===== src/rtl/button_conditioner_if.sv =====
// rtl/button_conditioner_if.sv - raw button level in, conditioned press/level/long-press out
interface button_conditioner_if;
   logic sButton_raw;
   logic sButton;
   logic sPressed;
   logic sLong;

   // master drives the raw button and observes the conditioned outputs
   modport master (
      output sButton_raw,
      input  sButton,
      input  sPressed,
      input  sLong
   );

   // slave is the conditioner itself
   modport slave (
      input  sButton_raw,
      output sButton,
      output sPressed,
      output sLong
   );
endinterface


===== src/rtl/button_conditioner.sv =====
// rtl/button_conditioner.sv - synchronize, debounce and classify a mechanical push button
module button_conditioner #(
   parameter int DEBOUNCE_CYCLES = 4,
   parameter int LONG_CYCLES     = 16
) (
   input logic                 sClk,
   input logic                 sReset,
   button_conditioner_if.slave btn
);

   typedef enum logic [2:0] {
      IDLE,
      PRESS_WAIT,
      PRESSED,
      HELD,
      RELEASE_WAIT
   } state_t;

   // Terminal counts; cnt never passes these, so 8 bits cannot wrap.
   localparam logic [7:0] DB_LAST   = 8'(DEBOUNCE_CYCLES - 1);
   localparam logic [7:0] LONG_LAST = 8'(LONG_CYCLES - 1);

   logic       sync1_q;
   logic       sync_q;
   state_t     state_q;
   logic [7:0] cnt_q;
   logic       button_q;
   logic       pressed_q;
   logic       long_q;

   // Two-flop synchronizer; only sync_q is allowed into the FSM.
   always_ff @(posedge sClk) begin
      if (!sReset) begin
         sync1_q <= 1'b0;
         sync_q  <= 1'b0;
      end else begin
         sync1_q <= btn.sButton_raw;
         sync_q  <= sync1_q;
      end
   end

   // Debounce FSM with registered pulse and level outputs.
   always_ff @(posedge sClk) begin
      if (!sReset) begin
         state_q   <= IDLE;
         cnt_q     <= 8'd0;
         button_q  <= 1'b0;
         pressed_q <= 1'b0;
         long_q    <= 1'b0;
      end else begin
         // Pulses are single-cycle unless a branch below re-asserts them.
         button_q <= 1'b0;
         long_q   <= 1'b0;
         case (state_q)
            IDLE: begin
               if (sync_q) begin
                  state_q <= PRESS_WAIT;
                  cnt_q   <= 8'd1;
               end else begin
                  cnt_q <= 8'd0;
               end
            end
            PRESS_WAIT: begin
               if (!sync_q) begin
                  // Too short to be a press: drop it silently.
                  state_q <= IDLE;
                  cnt_q   <= 8'd0;
               end else if (cnt_q == DB_LAST) begin
                  state_q   <= PRESSED;
                  pressed_q <= 1'b1;
                  button_q  <= 1'b1;
                  cnt_q     <= 8'd0;
               end else begin
                  cnt_q <= cnt_q + 8'd1;
               end
            end
            PRESSED: begin
               if (!sync_q) begin
                  state_q <= RELEASE_WAIT;
                  cnt_q   <= 8'd1;
               end else if (cnt_q == LONG_LAST) begin
                  state_q <= HELD;
                  long_q  <= 1'b1;
                  cnt_q   <= 8'd0;
               end else begin
                  cnt_q <= cnt_q + 8'd1;
               end
            end
            HELD: begin
               if (!sync_q) begin
                  state_q <= RELEASE_WAIT;
                  cnt_q   <= 8'd1;
               end else begin
                  cnt_q <= 8'd0;
               end
            end
            RELEASE_WAIT: begin
               if (sync_q) begin
                  // Release bounce: keep the press but never fire sLong for it.
                  state_q <= HELD;
                  cnt_q   <= 8'd0;
               end else if (cnt_q == DB_LAST) begin
                  state_q   <= IDLE;
                  pressed_q <= 1'b0;
                  cnt_q     <= 8'd0;
               end else begin
                  cnt_q <= cnt_q + 8'd1;
               end
            end
            default: begin
               state_q   <= IDLE;
               cnt_q     <= 8'd0;
               pressed_q <= 1'b0;
            end
         endcase
      end
   end

   assign btn.sButton  = button_q;
   assign btn.sPressed = pressed_q;
   assign btn.sLong    = long_q;

endmodule


===== src/flat_wrapper.sv =====
// flat-port wrapper written by rule: the top's interface ports become plain ports
module button_conditioner_flat 
#(
   parameter int DEBOUNCE_CYCLES = 4,
   parameter int LONG_CYCLES     = 16
)
  (sClk, sReset, btn_sButton_raw, btn_sButton, btn_sPressed, btn_sLong);
  button_conditioner_if btn_i ();
  input logic sClk;
  input logic sReset;
  input wire logic [$bits(btn_i.sButton_raw)-1:0] btn_sButton_raw;
  output wire logic [$bits(btn_i.sButton)-1:0] btn_sButton;
  output wire logic [$bits(btn_i.sPressed)-1:0] btn_sPressed;
  output wire logic [$bits(btn_i.sLong)-1:0] btn_sLong;
  assign btn_i.sButton_raw = btn_sButton_raw;
  assign btn_sButton = btn_i.sButton;
  assign btn_sPressed = btn_i.sPressed;
  assign btn_sLong = btn_i.sLong;
  button_conditioner #(.DEBOUNCE_CYCLES(DEBOUNCE_CYCLES), .LONG_CYCLES(LONG_CYCLES)) u_core (.sClk(sClk), .sReset(sReset), .btn(btn_i));
endmodule

===== config.mk =====
export PLATFORM = sky130hd
export DESIGN_NAME = button_conditioner_flat
export DESIGN_NICKNAME = d
export VERILOG_FILES = /design/src/rtl/button_conditioner_if.sv /design/src/rtl/button_conditioner.sv /design/src/flat_wrapper.sv
export SDC_FILE = /design/constraint.sdc
export NUM_CORES = 1
export LEC_CHECK = 0
export CORE_MARGIN = 3
export CORE_UTILIZATION = 55
export DETAILED_ROUTE_END_ITERATION = 8
export PLACE_DENSITY = 0.75
export REMOVE_ABC_BUFFERS = 1
export SLEW_MARGIN = 25
export SYNTH_ARGS = -nofsm -noshare
export SYNTH_HDL_FRONTEND = slang
export SYNTH_SLANG_ARGS = --single-unit

===== constraint.sdc =====
create_clock -name sClk -period 2.4 [get_ports sClk]
set_clock_uncertainty 0.2 [all_clocks]
set_input_delay 0.48 -clock sClk [delete_from_list [all_inputs] [get_ports sClk]]
set_output_delay 0.48 -clock sClk [all_outputs]
set_load 0.03 [all_outputs]

---- Yosys cells after proc, flatten, opt, wreduce, memory -nomap -nowiden ----
Cells that the tools add are included.
word-level totals
  bits in registers ....................... 16
  input bits .............................. 3
  output and inout port bits .............. 3
  logic and storage cells ................. 54
operators by class
  $add $sub $neg .......................... 1
  equal/unequal tests ..................... 15
  multiplexer cells ....................... 24
  bitwise logic cells ..................... 1
  reductions and logical operators ........ 6
operator list
  kind                                           number
  2-to-1 mux 8 bit                               5
  case mux 8 bit (5 select lines)                1
  2-to-1 mux 3 bit                               8
  case mux 3 bit (5 select lines)                1
  AND reduction 5 bit                            2
  adder 8 x 1 -> 8 bit, second input constant    1
  == test 8 x 2 -> 1 bit, second input constant  1
  == test 8 x 4 -> 1 bit, second input constant  1
  2-to-1 mux 1 bit                               8
  != test 2 x 1 -> 1 bit, second input constant  4
  == test 3 x 2 -> 1 bit, second input constant  2
  != test 3 bit, second input constant           2
  AND reduction 3 bit                            2
  != test 2 bit, second input constant           2
  == test 3 x 1 -> 1 bit, second input constant  1
  == test 3 bit, second input constant           1
  zero test 3 bit                                1
  != test 3 x 1 -> 1 bit, second input constant  1
  case mux 1 bit (3 select lines)                1
  OR reduction 3 bit                             1
  NOT 1 bit                                      1

---- Longest topological paths before layout ----
  depth in word-level cells ............... 4
  mapped depth ............................ 5
  gate-level depth less buffers ........... 5

---- Worst setup path after synthesis ----
Ideal clock, no wire load.
  kind .................................... flip-flop to flip-flop
  from .................................... register u_core.cnt_q[0]
  to ...................................... register u_core.cnt_q[0]
  setup time .............................. 0.119 ns
  arrival time ............................ 1.508 ns
  data required time ...................... 2.081 ns
  slack ................................... 0.573 ns
  cell stages (with the launch flop) ...... 6
  path buffers ............................ 0
  clock period less this slack ............ 1.827 ns
  path through ............................ dfxtp_1 -> ha_1 -> or3b_2 -> a21oi_1 -> a31oi_1 -> o221a_2
on the way
  longest elaborated chain between the ends .. 4
  elaborated cells on any way between the ends .. 9
  those cells by class .................... add/sub: 1; eq/ne: 2; mux: 6
ends and longest elaborated chain
  element                                       line                                                                           source
  start, declared                               button_conditioner.sv:26                                                       logic [7:0] cnt_q;
  start signal, assigned                        button_conditioner.sv:74                                                       cnt_q <= cnt_q + 8'd1;
  start signal, assigned                        button_conditioner.sv:86                                                       cnt_q <= cnt_q + 8'd1;
  start signal, assigned                        button_conditioner.sv:107                                                      cnt_q <= cnt_q + 8'd1;
  adder 8 x 1 -> 8 bit (tied with other cells)  button_conditioner.sv:74, button_conditioner.sv:86, button_conditioner.sv:107
  2-to-1 mux 8 bit, on equally long branches    button_conditioner.sv:68, button_conditioner.sv:102, button_conditioner.sv:81
  2-to-1 mux 8 bit, on equally long branches    button_conditioner.sv:98, button_conditioner.sv:78, button_conditioner.sv:64
  case mux 8 bit (5 select lines) (*)           button_conditioner.sv:54                                                       case (state_q)
Every way passes the cells marked *; elsewhere a longest branch is shown, timed or not.
A chain may end at the register's enable or synchronous reset.

---- Final worst setup path ----
  from .................................... register u_core.cnt_q[0]
  to ...................................... register u_core.cnt_q[3]
Same word-level chain as after synthesis.

==> out/metrics.yaml <==
clock_network:
  cts_tree: "built"
  post_cts_buffers: 0
  ctsResizeCount: 0
  clk_pin_slew_worst_paths_ns: 0.10
  clk_latency_ns: 0.30
  cts_inserted_buffers: 3
  cts_max_level: 1
  cts.sinks: 16
  ctsLongestPathBuffers: 2
  clock-root-buffer: "clkbuf_4"
  hold_buffers: 0
layout:
  stdcell_area_um2: 915
  multi_input_area_um2: 482
  drive_gt1_share_pct: 7.84
  fillerInstances: 116
  diodes: 0
  nets: 107
  area_growth_pct: 7.98
  ff_latch_area_um2: 320
worst_hold_path:
  hold_class: "reg2reg"
  hold_start: "u_core.sync1_q$_SDFF_PN0_"
  worstHoldEndpoint: "u_core.sync_q$_SDFF_PN0_"
  holdPathStages: 1
placed_design:
  globalplace.congestion: 0.800
  io_buffers: 5
  dp_hpwl_um: 1170
  placed_area_um2: 878
synth:
  synthFlopType: "dfxtp_1"
  async_flop_share_pct: 0
  ys_ff_latch: 16
  yosysWarnings: 0
  synthesis.area_um2: 847
  synth.avg_cell_area_um2: 8.56
  synth_edf_count: 0
  yosysSeqAreaShare_pct: 37.8
  synthCells: 99
  synth.distinct_cells: 37
sta:
  setup_violations: 0
  period_share_pct: 85.2
  worst_pin_slew_ns: 0.604
  fin_crit_ns: 2.05
  grt_setup_unrepaired: "no"
  fmax_mhz: 489
  max_slew_margin_pct: 59.4
  drv_slew: 0
  final.setup.tns_ns: 0
  finalHoldViolations: 0
setup_path:
  startpoint_type: "flip-flop"
  arrival_ns: 2.00
  r2r_setup_slack_ns: 0.35
  worst_ep_required_time_ns: 2.36
  worstReg2RegEnd: "u_core.cnt_q[3]$_SDFF_PN0_"
  r2r_cells: 4
  r2r-start: "u_core.cnt_q[0]$_SDFF_PN0_"
  cp-end-kind: "flip-flop"
  worstSetupPathType: "reg2reg"
  path_max_fanout: 6
floorplanning:
  core_area_um2: 1370
  die_y_um: 45.2
  dieWidth_um: 45.2
  design.die.area_um2: 2050
  num_io_pins: 6
  rows: 13
  initial_core_util_pct: 62.0
flow_run:
  maxCapViolCount: 0
power_and_ir_drop:
  p_leak_nw: 0.307
  pwr_density_cell_nw_per_um2: 518
  worst_ir_drop_vdd_uv: 415
detailed_routing:
  ant_nets: 0
  drc: 0
  vias: 738
  routedWlPerCell_um: 14.6
  dr.pass1.iters: 4
  vias_per_cell: 6.31
  wl_um: 1710
  drtIter0Drc: 43
global_routing:
  antenna_found_initial: 0
  grt_first_pass_wirelength_um: 2860
  grt_pass1_vias: 620
  grt_overflow_total: 0
  gr-usage-all-layers_pct: 19.4
  grt_max_degree: 15
outcome:
  status: "completed"
-- critical path: stages, from the launching register on --
cell and delay (ns):
dfxtp_1 0.39, ha_1 0.25, or3b_2 0.50, a22oi_1 0.42
a211oi_1 0.14
-- area by class of cell --
cell class	count	share of cell area, %
clock buffer	4	3.97
inverter	2	0.821
multi-input combinational	75	52.7
sequential	16	35.0
tap	15	2.05
timing repair buffer	5	5.47
-- metal layers --
layer  GRT usage, %  wire length [µm]  part of all wire, %  vias to the layer above
met5              0                 0                    0                        -
li1               -                 -                    -                      371
met2           26.6               710                   42                       32
met4           10.5                35                  2.0                        0
met3           2.39               117                  6.8                        5
met1           29.1               846                   49                      330
-- worst max-delay path by stage --
stage | startpoint | endpoint | cells past startpoint
after floorplan | u_core.cnt_q[0]$_SDFF_PN0_ | u_core.cnt_q[0]$_SDFF_PN0_ | 5
after CTS | u_core.cnt_q[0]$_SDFF_PN0_ | u_core.cnt_q[3]$_SDFF_PN0_ | 4
final | u_core.cnt_q[0]$_SDFF_PN0_ | u_core.cnt_q[3]$_SDFF_PN0_ | 4
after detailed placement | u_core.cnt_q[0]$_SDFF_PN0_ | u_core.cnt_q[3]$_SDFF_PN0_ | 4
after global placement | u_core.cnt_q[0]$_SDFF_PN0_ | u_core.cnt_q[4]$_SDFF_PN0_ | 4
after global routing | u_core.cnt_q[0]$_SDFF_PN0_ | u_core.btn.sPressed$_SDFFE_PN0P_ | 5
-- synth_stat cells, drive strengths merged (3+ instances only) --
master / number / share of area, %
dfxtp: 16 / 38
nand2: 8 / 3.5
a21oi: 6 / 4.0
a211oi: 5 / 4.4
a31oi: 5 / 3.7
buf: 5 / 4.0
nor2b: 5 / 3.7
nand3: 4 / 2.4
nor2: 4 / 1.8
nor3: 4 / 2.4
o21ai: 4 / 2.4
xor2: 4 / 4.1
and3: 3 / 2.2
-- logic make-up (layout without fill, tap and decap cells) --
| kind of cell | count (synthesis) | count (layout) | share of synthesized area (%) |
|---|---|---|---|
| AND/OR/NAND/NOR | 42 | 42 | 28.1 |
| flip-flops | 16 | 16 | 37.8 |
| AO/OA/AOI/OAI | 26 | 26 | 21.1 |
| XOR/XNOR | 6 | 6 | 6.20 |
| adder cells (fa/ha/maj) | 1 | 1 | 1.48 |
| buffers and inverters | 8 | 11 | 5.32 |
-- stage by stage --
stage / std cells / hold slack (ns) / setup WS (ns) / utilization (%) / total power, mW
2_1_floorplan: 93 / 0.212 / 0.568 / - / 0.288
3_3_place_gp: 113 / 0.215 / 0.456 / 64.3 / 0.295
3_5_place_dp: 113 / 0.223 / 0.412 / 64.3 / 0.296
4_1_cts: 117 / 0.249 / 0.376 / 66.9 / 0.477
5_1_grt: 117 / 0.264 / 0.234 / 66.9 / 0.489
6_report: 117 / 0.244 / 0.354 / 66.9 / 0.474
-- power by group --
group,internal [mW],switching [mW],leakage (nW)
sequential,0.268,0.00398,0.129
clock,0.0926,0.0912,0.0210
combinational,0.00908,0.00880,0.156
total,0.370,0.104,0.307
-- flip-flops by register name, summed over array words and instances, names as in the netlist --
| register | flops |
|---|---|
| u_core.btn.sLong | 1 |
| u_core.sync_q | 1 |
| u_core.btn.sButton | 1 |
| u_core.sync1_q | 1 |
| u_core.state_q | 3 |
| u_core.btn.sPressed | 1 |
| u_core.cnt_q | 8 |
-- cell usage in the layout, fill, tap and decap left out --
master           netlist  routed
a21oi_2                1       1
o221a_2                1       1
and2_1                 2       2
dfxtp_1               16      16
nand4_1                1       1
xnor2_1                2       2
nor3_1                 4       4
inv_1                  2       2
or3b_1                 1       1
nor2_1                 4       4
clkbuf_4               0       3
o21ai_1                1       1
nor4_1                 1       1
ha_1                   1       1
clkdlybuf4s50_1        0       5
a22oi_1                1       1
and3_1                 3       3
a21oi_1                5       5
and4_1                 1       1
nor2b_1                5       5
nand2_1                8       8
o21ai_0                3       3
or4_1                  1       1
nor3b_1                2       2
a31oi_1                5       5
a211o_1                2       2
nand3b_1               1       1
clkbuf_8               0       1
and3b_1                1       1
o31ai_2                1       1
nand3_1                4       4
nand2b_1               2       2
a211oi_1               5       5
xor2_1                 4       4
or3b_2                 1       1
a21boi_0               1       1
(Power assumes the default switching activity.)
